$ cat config.mk
export PLATFORM = sky130hd
export DESIGN_NAME = nec_frame_decoder
export DESIGN_NICKNAME = d
export VERILOG_FILES = /design/src/rtl/nec_frame_decoder.sv
export SDC_FILE = /design/constraint.sdc
export NUM_CORES = 1
export LEC_CHECK = 0
export BUFFER_PORTS_ARGS = -buffer_cell sky130_fd_sc_hd__buf_2
export CORE_MARGIN = 3
export CORE_UTILIZATION = 40
export DETAILED_ROUTE_END_ITERATION = 12
export HOLD_SLACK_MARGIN = 0.02
export PLACE_DENSITY_LB_ADDON = 0.1
export SYNTH_ARGS = -nofsm -noshare
export SYNTH_HDL_FRONTEND = slang
export SYNTH_SLANG_ARGS = --single-unit
$ cat constraint.sdc
create_clock -name clk -period 7.1 [get_ports clk]
set_input_delay 0 -clock clk [delete_from_list [all_inputs] [get_ports clk]]
set_output_delay 0 -clock clk [all_outputs]
set_load 0.005 [all_outputs]
$ cat src/rtl/nec_frame_decoder.sv
// ---------------------------------------------------------------------------
// nec_frame_decoder
//
// Takes complete 32-bit NEC frames from the IR receiver and checks the
// inverted address and command bytes. It resolves standard or extended
// addressing, applies an optional address filter, and marks key-hold
// repeats. Accepted frames go into a small FIFO that the command-dispatch
// logic drains through a valid/ready handshake.
//
// Ports
//   clk         system clock
//   rst_n       synchronous active-low reset
//   burst_in    {addr, ~addr, cmd, ~cmd}; [31:24] is the first byte on air
//   burst_rdy   1-cycle strobe, burst_in valid in that cycle
//   out_valid   FIFO head valid
//   out_ready   consumer takes the head when out_valid & out_ready
//   out_addr    16-bit address; standard frames are {8'h00, addr}
//   out_cmd     command byte
//   out_ext     head frame used extended addressing
//   out_repeat  head frame repeats the previous accepted frame inside window
//   err_pulse   1-cycle strobe for a rejected frame
//   err_code    01 cmd mismatch, 10 addr mismatch, 11 filter reject (held)
//   ovf_pulse   1-cycle strobe when a good frame is lost to a full FIFO
//   drop_cnt    saturating count of FIFO-full drops
//   fifo_level  current FIFO occupancy
// ---------------------------------------------------------------------------
module nec_frame_decoder #(
    parameter int          FIFO_DEPTH     = 4,
    parameter int          EXT_ADDR_EN    = 1,
    parameter int          ADDR_FILTER_EN = 0,
    parameter logic [15:0] ADDR_MATCH     = 16'h0000,
    parameter int unsigned REPEAT_CYCLES  = 12_000_000
) (
    input  logic                          clk,
    input  logic                          rst_n,
    input  logic [31:0]                   burst_in,
    input  logic                          burst_rdy,
    output logic                          out_valid,
    input  logic                          out_ready,
    output logic [15:0]                   out_addr,
    output logic [7:0]                    out_cmd,
    output logic                          out_ext,
    output logic                          out_repeat,
    output logic                          err_pulse,
    output logic [1:0]                    err_code,
    output logic                          ovf_pulse,
    output logic [7:0]                    drop_cnt,
    output logic [$clog2(FIFO_DEPTH):0]   fifo_level
);

    localparam int PTR_W   = $clog2(FIFO_DEPTH);
    localparam int LVL_W   = PTR_W + 1;
    // Entry layout: {repeat, ext, addr[15:0], cmd[7:0]}
    localparam int ENTRY_W = 26;
    localparam int KEY_W   = 25;

    localparam logic [31:0]      REPEAT_LIMIT = 32'(REPEAT_CYCLES);
    localparam logic [LVL_W-1:0] FULL_LEVEL   = LVL_W'(FIFO_DEPTH);

    // Capture stage
    logic              cap_valid_reg;
    logic [31:0]       cap_data_reg;

    // Frame check
    logic [7:0]        f_addr;
    logic [7:0]        f_addr_inv;
    logic [7:0]        f_cmd;
    logic [7:0]        f_cmd_inv;
    logic              cmd_ok;
    logic              addr_ok;
    logic              f_ext;
    logic [15:0]       f_addr16;
    logic [1:0]        reject_code;
    logic              reject;
    logic              accept;
    logic [KEY_W-1:0]  f_key;
    logic              f_repeat;

    // FIFO
    logic [PTR_W-1:0]  wr_ptr_reg;
    logic [PTR_W-1:0]  rd_ptr_reg;
    logic [LVL_W-1:0]  level_reg;
    logic              fifo_full;
    logic              push;
    logic              pop;
    logic              drop;
    logic [ENTRY_W-1:0] push_entry;
    logic [ENTRY_W-1:0] entry_q [FIFO_DEPTH];

    // Status / repeat tracking
    logic              err_pulse_reg;
    logic [1:0]        err_code_reg;
    logic              ovf_pulse_reg;
    logic [7:0]        drop_cnt_reg;
    logic [31:0]       timer_reg;
    logic [KEY_W-1:0]  last_key_reg;

    assign f_addr     = cap_data_reg[31:24];
    assign f_addr_inv = cap_data_reg[23:16];
    assign f_cmd      = cap_data_reg[15:8];
    assign f_cmd_inv  = cap_data_reg[7:0];

    assign cmd_ok  = (f_cmd ^ f_cmd_inv) == 8'hFF;
    assign addr_ok = (f_addr ^ f_addr_inv) == 8'hFF;

    // A broken address inverse is how an extended frame identifies itself;
    // the second byte is then the high byte of a 16-bit address.
    assign f_ext    = (EXT_ADDR_EN != 0) && !addr_ok;
    assign f_addr16 = f_ext ? {f_addr_inv, f_addr} : {8'h00, f_addr};

    always_comb begin
        reject_code = 2'b00;
        if (!cmd_ok) begin
            reject_code = 2'b01;
        end else if (!addr_ok && (EXT_ADDR_EN == 0)) begin
            reject_code = 2'b10;
        end else if ((ADDR_FILTER_EN != 0) && (f_addr16 != ADDR_MATCH)) begin
            reject_code = 2'b11;
        end
    end

    assign reject = cap_valid_reg && (reject_code != 2'b00);
    assign accept = cap_valid_reg && (reject_code == 2'b00);

    // The timer stays saturated after reset, so the first frame never
    // reports a repeat regardless of what last_key_reg holds.
    assign f_key    = {f_addr16, f_cmd, f_ext};
    assign f_repeat = (f_key == last_key_reg) && (timer_reg < REPEAT_LIMIT);

    assign fifo_full  = (level_reg == FULL_LEVEL);
    assign pop        = (level_reg != '0) && out_ready;
    // A full FIFO still takes a frame when the head leaves in the same cycle.
    assign push       = accept && (!fifo_full || pop);
    assign drop       = accept && fifo_full && !pop;
    assign push_entry = {f_repeat, f_ext, f_addr16, f_cmd};

    // FIFO storage: one register per entry, written only when the write
    // pointer selects it, so the head entry is never disturbed while waiting.
    genvar gi;
    generate
        for (gi = 0; gi < FIFO_DEPTH; gi++) begin : g_entry
            logic [ENTRY_W-1:0] data_reg;

            always_ff @(posedge clk) begin
                if (!rst_n) begin
                    data_reg <= '0;
                end else if (push && (wr_ptr_reg == PTR_W'(gi))) begin
                    data_reg <= push_entry;
                end
            end

            assign entry_q[gi] = data_reg;
        end
    endgenerate

    always_ff @(posedge clk) begin
        if (!rst_n) begin
            cap_valid_reg <= 1'b0;
            cap_data_reg  <= '0;
            wr_ptr_reg    <= '0;
            rd_ptr_reg    <= '0;
            level_reg     <= '0;
            err_pulse_reg <= 1'b0;
            err_code_reg  <= 2'b00;
            ovf_pulse_reg <= 1'b0;
            drop_cnt_reg  <= '0;
            timer_reg     <= REPEAT_LIMIT;
            last_key_reg  <= '0;
        end else begin
            // A new strobe simply overwrites whatever is being checked now;
            // the previous capture has already been consumed this cycle.
            cap_valid_reg <= burst_rdy;
            if (burst_rdy) begin
                cap_data_reg <= burst_in;
            end

            err_pulse_reg <= reject;
            if (reject) begin
                err_code_reg <= reject_code;
            end

            ovf_pulse_reg <= drop;
            if (drop && (drop_cnt_reg != 8'hFF)) begin
                drop_cnt_reg <= drop_cnt_reg + 8'd1;
            end

            if (push) begin
                wr_ptr_reg <= wr_ptr_reg + PTR_W'(1);
            end
            if (pop) begin
                rd_ptr_reg <= rd_ptr_reg + PTR_W'(1);
            end

            case ({push, pop})
                2'b10:   level_reg <= level_reg + LVL_W'(1);
                2'b01:   level_reg <= level_reg - LVL_W'(1);
                default: level_reg <= level_reg;
            endcase

            // Dropped frames still count as accepted for repeat detection:
            // the key was really pressed even if the consumer fell behind.
            if (accept) begin
                timer_reg    <= '0;
                last_key_reg <= f_key;
            end else if (timer_reg < REPEAT_LIMIT) begin
                timer_reg <= timer_reg + 32'd1;
            end
        end
    end

    assign out_valid  = (level_reg != '0);
    assign out_cmd    = entry_q[rd_ptr_reg][7:0];
    assign out_addr   = entry_q[rd_ptr_reg][23:8];
    assign out_ext    = entry_q[rd_ptr_reg][24];
    assign out_repeat = entry_q[rd_ptr_reg][25];
    assign err_pulse  = err_pulse_reg;
    assign err_code   = err_code_reg;
    assign ovf_pulse  = ovf_pulse_reg;
    assign drop_cnt   = drop_cnt_reg;
    assign fifo_level = level_reg;

endmodule
==> results of run 1 <==
[layer usage]
metal  track usage (%)  part of all wire (%)
met1              26.4                    48
met2              30.9                    46
met4              4.42                   2.0
met5                 0                     0
met3              2.82                   3.9
[stage by stage]
step                      worst slack [ns]  util (%)  power, mW  area (sq um)
after floorplan                       4.55         -       1.31          9240
after global placement                3.98      43.2       1.34          9610
after detailed placement              3.99      43.2       1.34          9610
after CTS                             3.97      48.3       2.57         10700
after global routing                  3.55      48.3       2.63         10700
final                                 3.96      48.3       2.54         10700
[kinds of logic (layout without fill, tap and decap cells)]
group	Yosys count	in the layout	share of synthesized area [%]
AOI/OAI and AO/OA	156	156	8.98
xor gates and xnor gates	68	68	6.45
adders and majority gates	8	8	1.16
buffers and inverters	94	176	5.32
DFF	212	212	45.9
muxes	65	65	10.6
other	1	1	0.0406
and+or+nand+nor	451	451	21.6
[cell type report]
| cell class | count | share of cell area [%] |
|---|---|---|
| tap | 280 | 3.26 |
| clock buffer | 36 | 6.68 |
| clock inverter | 7 | 0.583 |
| timing repair buffer | 121 | 7.48 |
| inverter | 12 | 0.466 |
| multi-input combinational | 749 | 42.0 |
| sequential | 212 | 39.6 |
[final timing paths]
kind / to / cells after the start / slack [ns] / startpoint
min reg2reg: g_entry[3].data_reg[19] / 2 / 0.45 / g_entry[3].data_reg[19]
min: cap_valid_reg / 3 / 0.14 / burst_rdy
max: g_entry[2].data_reg[20] / 7 / 3.96 / cap_data_reg[15]
max reg2reg: g_entry[2].data_reg[20] / 7 / 3.96 / cap_data_reg[15]
[power groups by stage]
stage | combinational [mW] | sequential, mW | clock (mW)
floorplan | 0.0738 | 1.23 | 0
global placement | 0.0843 | 1.25 | 0
detailed placement | 0.0839 | 1.25 | 0
CTS | 0.0981 | 1.23 | 1.25
global route | 0.108 | 1.23 | 1.30
finish | 0.0974 | 1.22 | 1.22
[Yosys cell counts (2+ instances only)]
master	instances
nand2_1	273
dfxtp_1	212
a21oi_1	126
nor2_1	65
xor2_1	42
mux2i_1	39
clkbuf_1	35
buf_2	30
mux4_2	26
xnor2_1	26
nand3_1	24
and3_1	21
nand4_1	18
o21ai_0	16
nor4_1	13
inv_1	12
buf_6	11
a21oi_2	9
and2_1	9
ha_1	7
buf_4	5
nor3_1	5
nand2b_1	4
and4_1	3
or3_1	3
a22oi_1	2
nand3_2	2
nor2b_1	2
nor3_2	2
[critical path, stage by stage, from the launching register on]
cell	delay, ns
dfxtp_1	0.52
xnor2_1	0.15
nor4_1	0.36
and4_1	0.23
buf_4	0.35
nand3_1	0.94
nand2_1	0.35
a21oi_2	0.07
==> results.py, run 1 <==
metrics = {
    "run_status": {
        "status": "finished clean",
    },
    "synth": {
        "synth.avg_cell_area_sq_um": 8.76,
        "ys_ff_latch": 212,
        "postSynthNetCount": 1099,
        "yosys.area.top_type": "dfxtp_1",
        "synth_cells": 1055,
        "ys_seq_area_share_pct": 45.9,
        "synth.cell_area_sq_um": 9240,
        "synth.distinct_cells": 42,
        "synth_area_leaders": "dfxtp_1 (46%), nand2_1 (11%), a21oi_1 (6.8%)",
        "synth_edf_count": 0,
        "netlist.area_leader.share_pct": 45.9,
        "yosys_warnings": 0,
        "synthFlopType": "dfxtp_1",
        "ys_async_sr_fraction_pct": 0,
    },
    "detailed_routing": {
        "wl_per_cell_microns": 16.5,
        "via_per_inst": 5.13,
        "drt_iter0_markers": 430,
        "drt-total-wl_mm": 23.4,
        "vias": 7266,
        "drc_errors": 0,
        "drtAntennaViolNets": 0,
        "drt_first_pass_iters": 5,
    },
    "final_layout": {
        "largest_reg_flops": 104,
        "nFillCells": 2151,
        "final_common_cell": "nand2_1",
        "seqCellArea_sq_um": 4250,
        "final_cell_mix": "nand2_1 (273), dfxtp_1 (211), a21oi_1 (126)",
        "area_growth_pct": 16.2,
        "stdcell_count": 1417,
        "multiInputGateArea_sq_um": 4500,
        "nNetsFinal": 1164,
        "drive_above_1_share_pct": 15.0,
        "num_antenna_cells": 0,
    },
    "floorplanning": {
        "core_sq_um": 22200,
        "die_h_microns": 158,
        "dieArea_sq_um": 25000,
        "dieWidth_microns": 158,
        "core.rowCount": 54,
        "initial_core_util_pct": 41.6,
        "io_pins": 78,
    },
    "critical_path": {
        "crit_type": "flip-flop to flip-flop",
        "crit_fanout": 30,
        "startpoint_type": "flip-flop",
        "critPathCaptureType": "flip-flop",
        "worstPathArrival_ns": 3.50,
        "required_ns": 7.45,
    },
    "clock_network": {
        "cts_root_buf": "clkbuf_16",
        "clk_latency_ns": 0.51,
        "clkSlewWorstSetupHoldPaths_ns": 0.06,
        "htreeDepth": 1,
        "cts.sinks": 212,
        "clockBufferDepth": 3,
        "holdBufCountCts": 34,
        "cts_tree": "done",
        "postCtsSetupBuffers": 0,
        "numCtsBuffers": 24,
        "post_cts_resized": 0,
    },
    "pwr": {
        "p_comb_share_pct": 3.8,
        "p_clk_share_pct": 47.9,
        "p_leak_nw": 4.01,
        "vdd_drop_max_uv": 137,
        "switching_share_pct": 22.1,
        "seqPwrFrac_pct": 48.2,
        "netSwitchingPower_mw": 0.561,
        "powerDensity_nw_per_um2": 237,
        "p_int_mw": 1.98,
    },
    "grt": {
        "grt_pass1_wl_mm": 37.9,
        "grt_max_degree": 106,
        "grt_overflow": 0,
        "grt_usage_pct": 18.8,
        "grt_pass1_vias": 6985,
        "antenna_found_initial": 0,
    },
    "sta": {
        "slew_headroom_pct": 18.4,
        "rsz0062_at_grt": "no",
        "hold_slack_ns": 0.143,
        "finalClockSkew_ns": 0.0160,
        "finalSetupViolCount": 0,
        "fin_crit_ns": 3.14,
        "finalCritPeriodShare_pct": 44.2,
        "drv_slew": 0,
        "max_freq_mhz": 318,
        "tightest_slew_ns": 1.22,
        "timing.setup.tns_ns": 0,
        "hold_viol": 0,
    },
    "min_path": {
        "holdCritPathClass": "primary input to flip-flop",
    },
    "flow_run": {
        "cap_violations": 0,
    },
    "placement": {
        "hpwl_mm": 14.1,
        "dp.cells": 1340,
        "globalplace.congestion": 0.795,
        "port_buffers": 76,
    },
}
Note: power is estimated with default switching activity, not from simulation.
==> run 2: changes to the inputs <==
ABC_AREA = 1   (was not set)
clock period = 3 ns   (was 7.1 ns; I/O delays follow)
==> results.py, run 2 <==
metrics = {
    "clock_network": {
        "clkSlewWorstSetupHoldPaths_ns": 0.06,
        "holdBufCountCts": 50,
        "cts_root_buf": "clkbuf_16",
        "cts.sinks": 212,
        "htreeDepth": 1,
        "post_cts_resized": 0,
        "clk_latency_ns": 0.51,
        "cts_tree": "done",
        "postCtsSetupBuffers": 0,
        "numCtsBuffers": 24,
        "clockBufferDepth": 3,
    },
    "min_path": {
        "holdCritPathClass": "primary input to flip-flop",
    },
    "synth": {
        "synth_area_leaders": "dfxtp_1 (47%), a21oi_1 (8.4%), o21ai_0 (8.1%)",
        "netlist.area_leader.share_pct": 46.7,
        "yosys.area.top_type": "dfxtp_1",
        "ys_seq_area_share_pct": 46.7,
        "postSynthNetCount": 1248,
        "synth.avg_cell_area_sq_um": 7.54,
        "synth.cell_area_sq_um": 9080,
        "synthMostInstantiatedCell": "dfxtp_1",
        "ys_ff_latch": 212,
        "ys_async_sr_fraction_pct": 0,
        "yosys_warnings": 0,
        "synthFlopType": "dfxtp_1",
        "synth_edf_count": 0,
        "synth_common_cells": "dfxtp_1 (212), a21oi_1 (152), nand2_1 (150)",
        "synth_cells": 1204,
        "synth.distinct_cells": 38,
    },
    "critical_path": {
        "critPathCaptureType": "flip-flop",
        "worstPathArrival_ns": 2.78,
        "cp_top_family": "simple AND/OR/NAND/NOR gates",
        "startpoint_type": "flip-flop",
        "required_ns": 3.40,
        "slowest_delay_ns": 0.37,
        "crit_fanout": 7,
        "crit_type": "flip-flop to flip-flop",
        "cpMaxStageDelayCell": "fa_1",
        "crit_chain": "or2_2 > nand4_1 > nor2_1 > nand3_2 > clkinv_2 > nand2_8 > ha_1 > inv_1 > fa_1 > a21oi_1 > o21ai_0 > o21ai_0 > a21oi_1",
        "crit_buf_inv": 2,
        "rrSetupSlack_ns": 0.62,
    },
    "final_layout": {
        "area_growth_pct": 19.5,
        "nNetsFinal": 1345,
        "final_common_cell": "dfxtp_1",
        "postLayoutCoreUtil_pct": 49.1,
        "largest_reg_flops": 104,
        "final_cell_mix": "dfxtp_1 (212), a21oi_1 (152), nand2_1 (150)",
        "drive_above_1_share_pct": 11.8,
        "num_antenna_cells": 0,
        "stdcell_count": 1596,
        "nFillCells": 2225,
    },
    "floorplanning": {
        "initial_core_util_pct": 41.1,
        "core.rowCount": 54,
        "io_pins": 78,
        "die_h_microns": 157,
        "dieArea_sq_um": 24500,
        "dieWidth_microns": 157,
        "core_sq_um": 22100,
    },
    "run_status": {
        "status": "finished clean",
    },
    "grt": {
        "grt_overflow": 0,
        "grt_pass1_wl_mm": 39.1,
        "antenna_found_initial": 0,
        "grt_usage_pct": 19.4,
        "grt_max_degree": 125,
        "grt_pass1_vias": 7616,
    },
    "detailed_routing": {
        "drtAntennaViolNets": 0,
        "wl_per_cell_microns": 14.9,
        "via_per_inst": 5.09,
        "drt_iter0_markers": 541,
        "drt_first_pass_iters": 5,
        "wl_met3_microns": 984,
        "vias": 8128,
        "drc_errors": 0,
        "wl_met1_mm": 11.9,
        "drt-total-wl_mm": 23.9,
        "highest_layer": "met4",
        "wl_met2_mm": 10.6,
    },
    "sta": {
        "finalClockSkew_ns": 0.0126,
        "fin_crit_ns": 2.38,
        "rsz0062_at_grt": "no",
        "max_freq_mhz": 420,
        "finalSetupViolCount": 0,
        "hold_viol": 0,
        "finalCritPeriodShare_pct": 79.3,
        "drv_slew": 0,
        "slew_headroom_pct": 36.9,
        "tightest_slew_ns": 0.944,
        "timing.setup.tns_ns": 0,
    },
    "pwr": {
        "vdd_drop_max_uv": 317,
        "total_power_mw": 6.13,
        "p_leak_nw": 4.59,
        "powerDensity_nw_per_um2": 565,
    },
    "placement": {
        "dp.cells": 1505,
        "hpwl_mm": 15.4,
        "globalplace.congestion": 0.788,
        "port_buffers": 76,
    },
    "flow_run": {
        "cap_violations": 0,
    },
}
run 2: path summary, 6_finish.rpt:
path	from	endpoint	cells after the start
worst min register to register	timer_reg[29]	timer_reg[29]	2
worst min-delay path	burst_in[6]	cap_data_reg[6]	4
worst max-delay path	cap_data_reg[13]	fifo_level[2]	13
worst max register to register	cap_data_reg[13]	fifo_level[2]	13
run 2: kinds of logic after synthesis:
logic type	after synthesis	share of synthesized area [%]
xor+xnor	15	1.45
buf+inv	174	8.50
compound gates	433	24.6
simple gates	361	17.5
other cells	1	0.0413
flops	212	46.7
fa+ha+maj	8	1.19
run 2: area by class of cell:
type,instances,area [sq um],area share [%]
flip-flops and latches,212,4240,39.1
multi-input cells,818,4060,37.4
repair buffers,140,1030,9.45
clock buffers,38,734,6.77
inverters,105,395,3.64
well taps,280,350,3.23
clock inverters,3,40.0,0.369
run 2: metal layers:
metal | global-route usage, % | up-vias
met4 | 4.50 | 0
li1 | - | 4251
met2 | 31.6 | 141
met1 | 27.3 | 3706
met3 | 2.71 | 30
met5 | 0 | -
run 2: through the flow:
stage                     hold slack (ns)  cell area, sq um  worst slack (ns)
after floorplan                    0.0935              9080             0.816
after global placement              0.232              9580             0.622
after detailed placement            0.232              9580             0.592
after CTS                           0.291             10900             0.584
after global routing                0.375             10900             0.400
final                               0.319             10900             0.620
run 2: worst register-to-register path: stages (launching register included):
cell,delay (ns)
dfxtp_1,0.32
or2_2,0.29
nand4_1,0.09
nor2_1,0.07
nand3_2,0.14
clkinv_2,0.14
nand2_8,0.16
ha_1,0.17
inv_1,0.06
fa_1,0.37
a21oi_1,0.14
o21ai_0,0.10
o21ai_0,0.16
a21oi_1,0.05
run 2: report_power, final:
| part | leakage (nW) | switching (mW) | internal (mW) |
|---|---|---|---|
| registers | 1.72 | 0.0418 | 2.86 |
| logic | 2.49 | 0.212 | 0.143 |
| clock network | 0.381 | 1.12 | 1.75 |
| total | 4.59 | 1.38 | 4.75 |
